--- src/rtl/mux_sel_scanner_if.sv ---
// Bus bundle between mux_sel_scanner and its 4:1 mux / consumer.
// The parity signal exists only when MUX_SCAN_PARITY_EN is defined.
interface mux_sel_scanner_if;
  logic       start;
  logic       cont;
  logic [3:0] ch_mask;
  logic       s0;
  logic       s1;
  logic       mux_in;
  logic [3:0] sample;
  logic       valid;
  logic       busy;
`ifdef MUX_SCAN_PARITY_EN
  logic       parity;

  modport master (
    output start, cont, ch_mask, mux_in,
    input  s0, s1, sample, valid, busy, parity
  );
  modport slave (
    input  start, cont, ch_mask, mux_in,
    output s0, s1, sample, valid, busy, parity
  );
`else
  modport master (
    output start, cont, ch_mask, mux_in,
    input  s0, s1, sample, valid, busy
  );
  modport slave (
    input  start, cont, ch_mask, mux_in,
    output s0, s1, sample, valid, busy
  );
`endif
endinterface

--- src/rtl/mux_sel_scanner.sv ---
// Steps a 4:1 mux through enabled channels, samples each after a settle delay and emits
// one 4-bit snapshot per sweep. Define MUX_SCAN_PARITY_EN to add a registered parity output.
module mux_sel_scanner #(
  parameter int unsigned DWELL  = 4,
  parameter int unsigned SETTLE = 2
) (
  input logic               clk,
  input logic               rst_n,
  mux_sel_scanner_if.slave  bus
);

  localparam int unsigned CntW = $clog2(DWELL);

  typedef enum logic [0:0] {StIdle, StScan} state_e;

  state_e          state_q, state_d;
  logic [1:0]      ch_q, ch_d;
  logic [CntW-1:0] cnt_q, cnt_d;
  logic [3:0]      mask_q, mask_d;
  logic [3:0]      shadow_q, shadow_d;
  logic [3:0]      sample_q, sample_d;
  logic            valid_q, valid_d;
  logic            busy_q, busy_d;
  logic            nxt_found;
  logic [1:0]      nxt_ch;

  function automatic logic [1:0] lowest_ch(input logic [3:0] m);
    logic [1:0] r;
    r = 2'd0;
    for (int i = 3; i >= 0; i--) begin
      if (m[i]) r = 2'(i);
    end
    return r;
  endfunction

  // Next enabled channel above the current one; descending loop so the nearest wins.
  always_comb begin
    nxt_found = 1'b0;
    nxt_ch    = ch_q;
    for (int i = 3; i >= 0; i--) begin
      if (mask_q[i] && (i > int'(ch_q))) begin
        nxt_found = 1'b1;
        nxt_ch    = 2'(i);
      end
    end
  end

  always_comb begin
    state_d  = state_q;
    ch_d     = ch_q;
    cnt_d    = cnt_q;
    mask_d   = mask_q;
    shadow_d = shadow_q;
    sample_d = sample_q;
    valid_d  = 1'b0;
    busy_d   = busy_q;
    unique case (state_q)
      StIdle: begin
        if (bus.start && (bus.ch_mask != 4'd0)) begin
          mask_d   = bus.ch_mask;
          shadow_d = 4'd0;
          ch_d     = lowest_ch(bus.ch_mask);
          cnt_d    = '0;
          busy_d   = 1'b1;
          state_d  = StScan;
        end
      end
      StScan: begin
        cnt_d = cnt_q + CntW'(1);
        if (cnt_q == CntW'(SETTLE)) shadow_d[ch_q] = bus.mux_in;
        if (cnt_q == CntW'(DWELL - 1)) begin
          cnt_d = '0;
          if (nxt_found) begin
            ch_d = nxt_ch;
          end else begin
            // shadow_d already carries a same-edge sample of the last channel
            sample_d = shadow_d & mask_q;
            valid_d  = 1'b1;
            if (bus.cont && (bus.ch_mask != 4'd0)) begin
              mask_d   = bus.ch_mask;
              shadow_d = 4'd0;
              ch_d     = lowest_ch(bus.ch_mask);
            end else begin
              busy_d  = 1'b0;
              state_d = StIdle;
            end
          end
        end
      end
      default: state_d = StIdle;
    endcase
  end

  always_ff @(posedge clk or negedge rst_n) begin
    if (!rst_n) begin
      state_q  <= StIdle;
      ch_q     <= 2'd0;
      cnt_q    <= '0;
      mask_q   <= 4'd0;
      shadow_q <= 4'd0;
      sample_q <= 4'd0;
      valid_q  <= 1'b0;
      busy_q   <= 1'b0;
    end else begin
      state_q  <= state_d;
      ch_q     <= ch_d;
      cnt_q    <= cnt_d;
      mask_q   <= mask_d;
      shadow_q <= shadow_d;
      sample_q <= sample_d;
      valid_q  <= valid_d;
      busy_q   <= busy_d;
    end
  end

  assign bus.s1     = ch_q[1];
  assign bus.s0     = ch_q[0];
  assign bus.sample = sample_q;
  assign bus.valid  = valid_q;
  assign bus.busy   = busy_q;

`ifdef MUX_SCAN_PARITY_EN
  logic parity_q;

  always_ff @(posedge clk or negedge rst_n) begin
    if (!rst_n) begin
      parity_q <= 1'b0;
    end else begin
      parity_q <= ^sample_d;
    end
  end

  assign bus.parity = parity_q;
`endif

endmodule
--- src/flat_wrapper.sv ---
// flat-port wrapper written by rule: the top's interface ports become plain ports
module mux_sel_scanner_flat 
#(
  parameter int unsigned DWELL  = 4,
  parameter int unsigned SETTLE = 2
)
  (clk, rst_n, bus_start, bus_cont, bus_ch_mask, bus_mux_in, bus_s0, bus_s1, bus_sample, bus_valid, bus_busy);
  mux_sel_scanner_if bus_i ();
  input logic clk;
  input logic rst_n;
  input wire logic [$bits(bus_i.start)-1:0] bus_start;
  input wire logic [$bits(bus_i.cont)-1:0] bus_cont;
  input wire logic [$bits(bus_i.ch_mask)-1:0] bus_ch_mask;
  input wire logic [$bits(bus_i.mux_in)-1:0] bus_mux_in;
  output wire logic [$bits(bus_i.s0)-1:0] bus_s0;
  output wire logic [$bits(bus_i.s1)-1:0] bus_s1;
  output wire logic [$bits(bus_i.sample)-1:0] bus_sample;
  output wire logic [$bits(bus_i.valid)-1:0] bus_valid;
  output wire logic [$bits(bus_i.busy)-1:0] bus_busy;
  assign bus_i.start = bus_start;
  assign bus_i.cont = bus_cont;
  assign bus_i.ch_mask = bus_ch_mask;
  assign bus_i.mux_in = bus_mux_in;
  assign bus_s0 = bus_i.s0;
  assign bus_s1 = bus_i.s1;
  assign bus_sample = bus_i.sample;
  assign bus_valid = bus_i.valid;
  assign bus_busy = bus_i.busy;
  mux_sel_scanner #(.DWELL(DWELL), .SETTLE(SETTLE)) u_core (.clk(clk), .rst_n(rst_n), .bus(bus_i));
endmodule
--- config.mk ---
export PLATFORM = sky130hd
export DESIGN_NAME = mux_sel_scanner_flat
export DESIGN_NICKNAME = d
export VERILOG_FILES = /design/src/rtl/mux_sel_scanner_if.sv /design/src/rtl/mux_sel_scanner.sv /design/src/flat_wrapper.sv
export SDC_FILE = /design/constraint.sdc
export NUM_CORES = 1
export LEC_CHECK = 0
export ABC_AREA = 1
export BUFFER_PORTS_ARGS = -buffer_cell sky130_fd_sc_hd__clkbuf_2
export CORE_MARGIN = 2
export CORE_UTILIZATION = 58
export CTS_BUF_LIST = sky130_fd_sc_hd__clkbuf_16
export CTS_CLUSTER_SIZE = 40
export DETAILED_ROUTE_END_ITERATION = 8
export PLACE_DENSITY = 0.8
export SYNTH_ARGS = -nofsm -noshare
export SYNTH_HDL_FRONTEND = slang
export SYNTH_SLANG_ARGS = --single-unit
export TNS_END_PERCENT = 50
--- constraint.sdc ---
create_clock -name clk -period 3.65 [get_ports clk]
set_input_delay 0.365 -clock clk [delete_from_list [all_inputs] [get_ports clk]]
set_output_delay 0.365 -clock clk [all_outputs]
set_load 0.02 [all_outputs]
==> metrics.log <==
[metrics] CTS Hold Buffers Added: 0
[metrics] number of endpoints with negative hold slack in the final report: 0
[metrics] first-pass GRT wire length: around 3.4 mm
[metrics] area share of xor/xnor cells in the synthesized design: 0%
[metrics] HPWL after detailed placement: ~1.5 mm
[metrics] number of design rule violations left after detail routing: 0
[metrics] headroom to the max-slew limit: slightly below 70%
[metrics] post-synthesis area per instance: roughly 7.7 um2
[metrics] Min Clock Period, post-route: 1.42 ns
[metrics] Worst Hold Class: input pin to async pin
[metrics] highest attainable clock frequency: approximately 700 MHz
[metrics] adder-cell share of the synthesized area: 2.47%
[metrics] CTS resizes: 0
[metrics] worst setup skew after layout: ~0.0036 ns
[metrics] number of global-route vias before repair: ~780
[metrics] Critical Path Start Type: flip-flop
[metrics] cell breakdown of the critical path: inv_1 -> nand2_1 -> nand3_4 -> nor2_1 -> nand3_1 -> nand2_1 -> nand2_1
[metrics] final wirelength: between 2 and 2.5 mm
[metrics] Die Y-Extent: 45.8 um
[metrics] Synth top cells by count: sky130_fd_sc_hd__nand2_1, sky130_fd_sc_hd__dfrtp_1, sky130_fd_sc_hd__inv_1, sky130_fd_sc_hd__nor2_1
[metrics] cell chosen for the clock root: sky130_fd_sc_hd__clkbuf_16
[metrics] leak pwr: 0.676 nW
[metrics] pin count of the biggest net entering global routing: 20
[metrics] number of setup buffers added after CTS: 0
[metrics] buffer depth of the longest clock path: 2
[metrics] flops & latches, synth: 19
[metrics] final standard cell area without fillers: 0.00120 mm2
[metrics] crit-path most repeated cell: sky130_fd_sc_hd__nand2_1
[metrics] number of ports placed on the die boundary: 17
[metrics] sinks on the clock net: 19
[metrics] Final Max Tran Viols: 0
[metrics] placer's final routability congestion estimate: around 0.84
[metrics] maximum vdd ir drop: around 0.54 mV
[metrics] initial core utilization: between 60% and 70%
[metrics] Chip Width: between 40 and 50 um
[metrics] clock tree from TritonCTS: done
[metrics] CP Max Fanout: 7
[metrics] cell type with the highest aggregate area in the netlist: sky130_fd_sc_hd__dfrtp_1
[metrics] CP Capture Type: flip-flop
[metrics] setup repair after global routing missed its margin: no
[metrics] Yosys warnings: 0
[metrics] power per standard cell area: roughly 940 mW/mm2
[metrics] drt first-iter violations: 35
[metrics] type of the worst setup path: flip-flop to flip-flop
[metrics] number of antenna violations at the first check in global routing: 0
[metrics] Placed Area: between 0.001 and 0.0015 mm2
[metrics] count of H-tree levels built during CTS: 1
[metrics] setup violators final: 0
[metrics] required time worst endpoint: ~3.8 ns
[metrics] count of maximum capacitance violations: 0
[metrics] outcome: finished, final reports clean
[metrics] Initial DRT Pass Iterations: 4
[metrics] post-synthesis instance total: 132
[metrics] delay of the slowest cell on the worst path: 0.47 ns
[metrics] Core Rows: 15
[metrics] clock-pin slew on the worst setup and hold paths: around 0.050 ns
[metrics] post-synth top area share: 46.9%
[metrics] combined global-route utilization of all metal layers: between 20% and 30%
[metrics] largest family of logic cells by synthesized area: simple AND/OR/NAND/NOR gates
[metrics] number of nets with antenna violations after routing: 0
[metrics] total negative slack: 0 ns
[metrics] netlist area before placement: ~0.001 mm2
[metrics] net total in the final layout: between 150 and 200
[metrics] Cells after DPL: 165
[metrics] register area share after synthesis: a little under half
[metrics] mux cell area share after synthesis: 0%
[metrics] final non-filler cell total: between 150 and 200
[metrics] layout cell share with drive strength beyond 1: 19.1%
[metrics] proportion of synthesized flip-flops having asynchronous set or reset: 100%
[metrics] share of the clock period used by the worst path after layout: roughly two fifths
[metrics] transition time of the tightest slew-check pin: 0.471 ns
[metrics] Top FF cell, synth: sky130_fd_sc_hd__dfrtp_1
[metrics] signal arrival time at the worst endpoint: between 1.5 and 2 ns
[metrics] average wire per standard cell: about 12 um
[metrics] core outline area: 0.00169 mm2
[metrics] Distinct cells, synth: 18
[metrics] Layout area overhead: 17.9%
[metrics] PortBufs: 16
[metrics] vias after detailed routing: about 920
[metrics] fraction of the mapped netlist area in compound gates: under 10%
[metrics] critical path's slowest cell: sky130_fd_sc_hd__dfrtp_1
[metrics] net count of the mapped netlist: around 140
[metrics] drt via density: 5.47
[metrics] number of buffers created by CTS: 3
[metrics] antenna cell count: 0
[metrics] clock latency at the later pin of the worst-skew pair: ~0.25 ns
[metrics] fraction of the mapped netlist area in simple logic gates: between 30% and 40%
[metrics] count of flip-flops with a built-in enable after synthesis: 0
[metrics] Die Area: around 0.0021 mm2
[metrics] most repeated cell in the gate-level netlist after synthesis: sky130_fd_sc_hd__nand2_1
[metrics] Synth area leaders: sky130_fd_sc_hd__dfrtp_1, sky130_fd_sc_hd__nand2_1, sky130_fd_sc_hd__inv_1, sky130_fd_sc_hd__nor2_1, sky130_fd_sc_hd__nand3b_1
[metrics] remaining global-route overflow: 0
## logic make-up after synthesis
family,count (synthesis)
AND/OR/NAND/NOR,85
adder cells (fa/ha/maj),2
buffers and inverters,14
AO/OA/AOI/OAI,12
flip-flops,19
## layout by cell type (no fill, tap or decap), drive strengths merged
master  instances
nand4           4
nand2          54
clkinv          1
clkbuf         19
a21oi           3
dfrtp          19
inv            14
o21bai          1
nand3           9
nor2           13
ha              2
nand3b          5
o21ai           8
## final cells by class
type	count	area, um2
fillers	127	493
multi-input cells	99	487
flip-flops and latches	19	475
repair buffers	16	80.1
clock buffers	3	75.1
inverters	14	52.6
well taps	17	21.3
clock inverters	1	5.00
## worst paths after layout
check                           startpoint                 end  slack, ns  cells after the start
min in group clk            bus_ch_mask[0]    u_core.mask_q[0]       0.41                      3
hold reg to reg            u_core.bus.busy     u_core.bus.busy       0.47                      2
setup / recovery            u_core.ch_q[1]  u_core.shadow_q[2]       2.23                      7
hold / removal                       rst_n      u_core.ch_q[0]       0.06                      1
max in group asynchronous            rst_n      u_core.state_q       3.26                      1
setup reg to reg            u_core.ch_q[1]  u_core.shadow_q[2]       2.23                      7
## routing by layer
layer / vias to the layer above / GRT usage (%) / routed length, um
li1: 463 / - / -
met1: 417 / 31.5 / 956
met2: 38 / 33.2 / 982
met3: 6 / 4.76 / 117
met4: 0 / 8.57 / 35
met5: - / 0 / 0
## through the flow
step / utilization [%] / setup WS (ns) / hold WS (ns) / total power [mW]
6_report: 70.8 / 2.23 / 0.0615 / 1.13
5_1_grt: 70.8 / 2.10 / 0.104 / 1.23
3_3_place_gp: 66.1 / 2.30 / 0.332 / 0.880
4_1_cts: 70.8 / 2.24 / 0.0743 / 1.13
2_1_floorplan: - / 2.37 / 0.0694 / 0.761
3_5_place_dp: 66.1 / 2.28 / 0.336 / 0.895
## sequential cells by signal, indices dropped and copies added, names as in the netlist
signal,flops
u_core.bus.sample,4
u_core.mask_q,4
u_core.shadow_q,4
u_core.ch_q,2
u_core.cnt_q,2
u_core.bus.busy,1
u_core.bus.valid,1
u_core.state_q,1
## worst max-delay path, delay by kind of cell, from the launching register on
| family | cells | cell delay, ns |
|---|---|---|
| buffers and inverters | 1 | 0.12 |
| flip-flops | 1 | 0.47 |
| AND/OR/NAND/NOR | 6 | 0.72 |
## report_power, final
part	switching [mW]	internal (mW)	leakage [nW]
Sequential	0.0782	0.306	0.240
Combinational	0.347	0.172	0.395
Clock	0.0752	0.147	0.0409
No activity file was read; power rests on OpenSTA's default activity.
